--- config.mk ---
export PLATFORM = sky130hd
export DESIGN_NAME = arm_ctrl_fsm
export DESIGN_NICKNAME = d
export VERILOG_FILES = /design/src/rtl/arm_ctrl_pkg.sv /design/src/rtl/cond_eval.sv /design/src/rtl/arm_ctrl_fsm.sv
export SDC_FILE = /design/constraint.sdc
export NUM_CORES = 1
export LEC_CHECK = 0
export ABC_CLOCK_PERIOD_IN_PS = 2100
export CAP_MARGIN = 5
export CORE_ASPECT_RATIO = 0.7
export CORE_MARGIN = 8
export CORE_UTILIZATION = 25
export DETAILED_ROUTE_END_ITERATION = 12
export GPL_TIMING_DRIVEN = 1
export PLACE_DENSITY = 0.51
export SYNTH_ARGS = -nofsm -noshare
export SYNTH_HDL_FRONTEND = slang
export SYNTH_SLANG_ARGS = --single-unit
--- constraint.sdc ---
create_clock -name clk -period 2.1 [get_ports clk]
set_input_delay 0.63 -clock clk [delete_from_list [all_inputs] [get_ports clk]]
set_output_delay 0.63 -clock clk [all_outputs]
set_load 0.01 [all_outputs]
--- src/rtl/arm_ctrl_pkg.sv ---
// Shared types and encodings for the ARM-subset control unit.
package arm_ctrl_pkg;

    typedef enum logic [1:0] {
        IDLE = 2'd0,
        EXEC = 2'd1,
        MEM  = 2'd2,
        WB   = 2'd3
    } state_t;

    localparam logic [3:0] OP_EOR = 4'b0001;
    localparam logic [3:0] OP_SUB = 4'b0010;
    localparam logic [3:0] OP_ADD = 4'b0100;
    localparam logic [3:0] OP_TST = 4'b1000;
    localparam logic [3:0] OP_TEQ = 4'b1001;
    localparam logic [3:0] OP_CMP = 4'b1010;
    localparam logic [3:0] OP_ORR = 4'b1100;
    localparam logic [3:0] OP_MOV = 4'b1101;
    localparam logic [3:0] OP_BIC = 4'b1110;
    localparam logic [3:0] OP_MVN = 4'b1111;

    localparam logic [3:0] COND_EQ = 4'b0000;
    localparam logic [3:0] COND_NE = 4'b0001;
    localparam logic [3:0] COND_CS = 4'b0010;
    localparam logic [3:0] COND_CC = 4'b0011;
    localparam logic [3:0] COND_MI = 4'b0100;
    localparam logic [3:0] COND_PL = 4'b0101;
    localparam logic [3:0] COND_VS = 4'b0110;
    localparam logic [3:0] COND_VC = 4'b0111;
    localparam logic [3:0] COND_HI = 4'b1000;
    localparam logic [3:0] COND_LS = 4'b1001;
    localparam logic [3:0] COND_GE = 4'b1010;
    localparam logic [3:0] COND_LT = 4'b1011;
    localparam logic [3:0] COND_GT = 4'b1100;
    localparam logic [3:0] COND_LE = 4'b1101;
    localparam logic [3:0] COND_AL = 4'b1110;
    localparam logic [3:0] COND_NV = 4'b1111;

    localparam logic [1:0] CLASS_DP = 2'b00;
    localparam logic [1:0] CLASS_LS = 2'b01;
    localparam logic [1:0] CLASS_BR = 2'b10;

    typedef struct packed {
        logic undef;
        logic branch;
        logic ls;
        logic load;
        logic no_wb;
        logic set_flags;
        logic arith;
    } dec_t;

    // Decode from instr[31:20]: cond, class, I bit, opcode, S/L bit.
    function automatic dec_t decode(input logic [11:0] hi);
        dec_t       d;
        logic [3:0] op;
        logic       cmp;
        logic       op_ok;
        d     = '0;
        op    = hi[4:1];
        cmp   = (op == OP_CMP) || (op == OP_TST) || (op == OP_TEQ);
        op_ok = op inside {OP_ADD, OP_SUB, OP_CMP, OP_TST, OP_TEQ,
                           OP_BIC, OP_ORR, OP_EOR, OP_MOV, OP_MVN};
        case (hi[7:6])
            CLASS_DP: begin
                d.undef     = !op_ok;
                d.no_wb     = cmp;
                d.set_flags = hi[0] || cmp;
                d.arith     = (op == OP_ADD) || (op == OP_SUB) || (op == OP_CMP);
            end
            CLASS_LS: begin
                d.ls   = 1'b1;
                d.load = hi[0];
            end
            CLASS_BR: begin
                d.branch = hi[5];
                d.undef  = !hi[5];
            end
            default: d.undef = 1'b1;
        endcase
        if (hi[11:8] == COND_NV) d.undef = 1'b1;
        return d;
    endfunction

endpackage

--- src/rtl/cond_eval.sv ---
// Combinational ARM condition-code evaluator against {N,Z,C,V}.
import arm_ctrl_pkg::*;

module cond_eval (
    input  logic [3:0] cond,
    input  logic [3:0] nzcv,
    output logic       pass
);

    logic n, z, c, v;

    always_comb begin
        n    = nzcv[3];
        z    = nzcv[2];
        c    = nzcv[1];
        v    = nzcv[0];
        pass = 1'b0;
        case (cond)
            COND_EQ: pass = z;
            COND_NE: pass = !z;
            COND_CS: pass = c;
            COND_CC: pass = !c;
            COND_MI: pass = n;
            COND_PL: pass = !n;
            COND_VS: pass = v;
            COND_VC: pass = !v;
            COND_HI: pass = c && !z;
            COND_LS: pass = !c || z;
            COND_GE: pass = (n == v);
            COND_LT: pass = (n != v);
            COND_GT: pass = !z && (n == v);
            COND_LE: pass = z || (n != v);
            COND_AL: pass = 1'b1;
            default: pass = 1'b0;
        endcase
    end

endmodule

--- src/rtl/arm_ctrl_fsm.sv ---
// Multi-cycle control unit: decode, EXEC/MEM/WB sequencing, NZCV flag register.
import arm_ctrl_pkg::*;

module arm_ctrl_fsm #(
    parameter int unsigned width = 32
) (
    input  logic              clk,
    input  logic              reset,
    input  logic              instr_valid,
    input  logic [31:0]       instr,
    output logic              instr_ready,
    input  logic              alu_negative,
    input  logic              alu_zero,
    input  logic              alu_carry,
    input  logic              alu_overflow,
    input  logic              mem_done,
    output logic [3:0]        alu_op,
    output logic              ldr,
    output logic              str,
    output logic              oprd2_imm,
    output logic [width-1:0]  imm_ext,
    output logic [3:0]        rn_addr,
    output logic [3:0]        rd_addr,
    output logic [3:0]        rm_addr,
    output logic              reg_we,
    output logic              branch_taken,
    output logic [23:0]       branch_offset,
    output logic              undef,
    output logic [3:0]        nzcv
);

    state_t      state;
    logic [24:0] ir_q;
    dec_t        dec_q;
    logic        pass_q;
    dec_t        dec_c;
    logic        pass_c;

    // The flags cannot change between accept and the end of EXEC, so the
    // condition is resolved at accept and carried through EXEC.
    cond_eval u_cond_eval (
        .cond (instr[31:28]),
        .nzcv (nzcv),
        .pass (pass_c)
    );

    assign dec_c = decode(instr[31:20]);

    assign oprd2_imm     = ir_q[24];
    assign branch_offset = ir_q[23:0];
    assign rn_addr       = ir_q[19:16];
    assign rd_addr       = ir_q[15:12];
    assign rm_addr       = ir_q[3:0];
    assign imm_ext       = width'(ir_q[11:0]);

    always_ff @(posedge clk or posedge reset) begin
        if (reset) begin
            state        <= IDLE;
            ir_q         <= '0;
            dec_q        <= '0;
            pass_q       <= 1'b0;
            instr_ready  <= 1'b0;
            alu_op       <= '0;
            ldr          <= 1'b0;
            str          <= 1'b0;
            reg_we       <= 1'b0;
            branch_taken <= 1'b0;
            undef        <= 1'b0;
            nzcv         <= '0;
        end else begin
            branch_taken <= 1'b0;
            undef        <= 1'b0;
            case (state)
                IDLE: begin
                    if (instr_ready && instr_valid) begin
                        state       <= EXEC;
                        instr_ready <= 1'b0;
                        ir_q        <= {instr[25], instr[23:0]};
                        dec_q       <= dec_c;
                        pass_q      <= pass_c;
                        alu_op      <= instr[24:21];
                        if (dec_c.undef) begin
                            undef <= 1'b1;
                        end else if (pass_c) begin
                            branch_taken <= dec_c.branch;
                            ldr          <= dec_c.ls && dec_c.load;
                            str          <= dec_c.ls && !dec_c.load;
                        end
                    end else begin
                        instr_ready <= 1'b1;
                    end
                end
                EXEC: begin
                    alu_op <= '0;
                    if (dec_q.undef || !pass_q || dec_q.branch || dec_q.no_wb) begin
                        state       <= IDLE;
                        instr_ready <= 1'b1;
                    end else if (dec_q.ls) begin
                        state <= MEM;
                    end else begin
                        state  <= WB;
                        reg_we <= 1'b1;
                    end
                    // Logical ops keep C and V.
                    if (!dec_q.undef && pass_q && dec_q.set_flags) begin
                        if (dec_q.arith)
                            nzcv <= {alu_negative, alu_zero, alu_carry, alu_overflow};
                        else
                            nzcv <= {alu_negative, alu_zero, nzcv[1:0]};
                    end
                end
                MEM: begin
                    if (mem_done) begin
                        ldr <= 1'b0;
                        str <= 1'b0;
                        if (dec_q.load) begin
                            state  <= WB;
                            reg_we <= 1'b1;
                        end else begin
                            state       <= IDLE;
                            instr_ready <= 1'b1;
                        end
                    end
                end
                WB: begin
                    reg_we      <= 1'b0;
                    state       <= IDLE;
                    instr_ready <= 1'b1;
                end
                default: begin
                    state       <= IDLE;
                    instr_ready <= 1'b1;
                end
            endcase
        end
    end

endmodule

==> results.sh <==
export IMPL_status="finished, final reports clean"
export IMPL_synth_top_area_share_pct=47.7
export IMPL_postSynth_asyncResetShare_pct=100
export IMPL_path_class="input pin to flop"
export IMPL_p_leak_nw=1.81
export IMPL_ant_nets=0
export IMPL_end_kind="flop"
export IMPL_grt_max_degree=50
export IMPL_ys_flop_type="dfrtp_1"
export IMPL_n_antenna_cell=0
export IMPL_vias=2182
export IMPL_drive_gt1_share_pct=12.4
export IMPL_dpl_hpwl_um=5940
export IMPL_dp_cells=518
export IMPL_synthCells=292
export IMPL_final_cells=527
export IMPL_core_area_um2=10200
export IMPL_drt_iter0_drc=99
export IMPL_max_freq_mhz=491
export IMPL_clockBufferDepth=2
export IMPL_drcViolationCount=0
export IMPL_syn_avg_cell_area_um2=8.80
export IMPL_hp_class="flop to flop"
export IMPL_hold_viol=0
export IMPL_dr_pass1_iters=6
export IMPL_synth_edf_count=0
export IMPL_power_density_nw_per_um2=1260
export IMPL_worstPathRequired_ns=2.26
export IMPL_drv_slew=0
export IMPL_peakVddDrop_uv=448
export IMPL_clock_latency_ns=0.29
export IMPL_yosysSeqAreaShare_pct=47.7
export IMPL_crit_arrival_ns=2.20
export IMPL_synth_most_common_cell="nand2_1"
export IMPL_cts_buffers=5
export IMPL_ios=123
export IMPL_fin_crit_ns=2.04
export IMPL_portBuffers=102
export IMPL_die_area_um2=13800
export IMPL_synth_top_cell_by_area="dfrtp_1"
export IMPL_fillCellCount=1034
export IMPL_grt_pass1_wl_um=11800
export IMPL_maxCapViolations=0
export IMPL_area_growth_syn_to_layout_pct=50.3
export IMPL_place_congestion=0.770
export IMPL_root_buffer="clkbuf_16"
export IMPL_grt_pass1_vias=2207
export IMPL_synth_area_leaders="dfrtp_1 (48%), nand2_1 (14%), buf_4 (13%)"
export IMPL_syn_area_um2=2570
export IMPL_viasPerCell=4.14
export IMPL_synth_cell_types=40
export IMPL_nets=434
export IMPL_setup_viol=0
export IMPL_overflow=0
export IMPL_path_max_fanout=6
export IMPL_num_rows=31
export IMPL_cts_tree="done"
export IMPL_synth_warnings=0
export IMPL_fin_crit_sh_pct=97.1
export IMPL_wl_um=7590
export IMPL_start_util_pct=25.3
export IMPL_wl_per_cell_um=14.4
export IMPL_cts_htree_levels=2
export IMPL_hold_ws_ns=0.479
export IMPL_fp_dieH_um=101
export IMPL_die_w_um=137
export IMPL_yosys_register_bits=49
export IMPL_grt_use_total_pct=10.8
export IMPL_start_kind="input pin"
export IMPL_tns_ns=0
export IMPL_path_clk_slew_ns=0.06
export IMPL_clock_skew_final_ns=0.00595
export IMPL_rsz0062_at_grt="true"
export IMPL_antenna_found_initial=0
export IMPL_synth_commonest_cells="nand2_1 (93), dfrtp_1 (49), buf_4 (44)"
export IMPL_clock_sinks=49
-- timing repair --
item	CTS	global route
setup buffers	0	1
hold buffers	0	0
endpoints found under the setup margin	5	3
pin swaps	1	2
gates resized for setup	3	8
-- state kept, by name (all words and copies together), names as in the netlist --
name          flops
undef             1
branch_taken      1
pass_q            1
dec_q             7
str               1
alu_op            4
nzcv              4
instr_ready       1
ir_q             25
reg_we            1
state             2
ldr               1
-- power breakdown --
part           switching (mW)  leakage, nW  internal (mW)
Sequential              0.295        0.617           1.32
Combinational            1.10         1.12           1.37
Clock                   0.353       0.0706          0.439
-- path summary, 6_finish.rpt --
check                      startpoint  endpoint  slack (ns)  depth (start not counted)
setup / recovery            instr[31]       str        0.06                          8
hold / removal               dec_q[5]  dec_q[5]        0.48                          2
setup reg to reg              nzcv[3]       str        0.20                          7
hold reg to reg              dec_q[5]  dec_q[5]        0.48                          2
max in group asynchronous       reset       str        1.17                          3
min in group asynchronous       reset   ir_q[1]        0.70                          3
-- logic make-up (layout without fill, tap and decap cells) --
kind of cell    after synthesis  after routing  synth area share [%]
compound gates               36             36                  8.96
xor+xnor                      4              4                  1.36
buf+inv                      64            148                  16.1
flops                        49             49                  47.7
mux                           9              9                  3.70
other cells                   1             20                 0.146
simple gates                129            129                  22.0
-- placed cells by master (no fill, tap or decap), types with 3 or more instances in the layout --
master | netlist | routed
clkdlybuf4s50_1 | 0 | 97
nand2_1 | 93 | 93
dfrtp_1 | 49 | 49
buf_4 | 44 | 25
conb_1 | 1 | 20
o21ai_0 | 12 | 12
inv_1 | 10 | 9
nand2b_1 | 5 | 5
mux2i_1 | 5 | 5
clkbuf_16 | 0 | 5
mux2_2 | 4 | 4
a21oi_1 | 5 | 4
nor2_1 | 4 | 4
a31oi_1 | 4 | 4
nand3_1 | 4 | 4
nor3_1 | 4 | 3
nor2b_1 | 3 | 3
o22ai_1 | 3 | 3
nand4_1 | 3 | 3
buf_12 | 0 | 3
-- area by class of cell --
class	instances	area [µm²]	area share, %
Timing Repair Buffer	130	1270	32.8
Sequential cell	49	1230	31.8
Multi-Input combinational cell	198	1030	26.6
Tap cell	132	165	4.28
Clock buffer	6	129	3.34
Inverter	10	37.5	0.972
Clock inverter	2	10.0	0.259
-- metal layers --
layer	track usage (%)	up-vias	wire [µm]
li1	-	1099	-
met5	0	-	0
met3	3.49	3	642
met4	1.75	0	17
met1	15.4	1008	3650
met2	15.6	72	3280
-- worst max-delay path, stage by stage --
cell and delay, ns:
dlygate4sd2_1 0.30, and3b_1 0.21, o2111ai_1 0.26, o311ai_2 0.17
a2111oi_2 0.30, buf_4 0.19, nor2_4 0.04, mux2i_1 0.11
-- per-stage QoR --
| stage | total power [mW] | setup WS (ns) | cell area [µm²] | util, % |
|---|---|---|---|---|
| floorplan | 2.88 | 0.173 | 2640 | - |
| global placement | 4.11 | -0.376 | 3700 | 36.4 |
| detailed placement | 4.14 | -0.478 | 3700 | 36.4 |
| CTS | 4.95 | 0.00757 | 3830 | 37.7 |
| global route | 5.26 | -0.0456 | 3860 | 38.0 |
| finish | 4.88 | 0.0614 | 3860 | 38.0 |
Power figures use the tool's default switching activity.
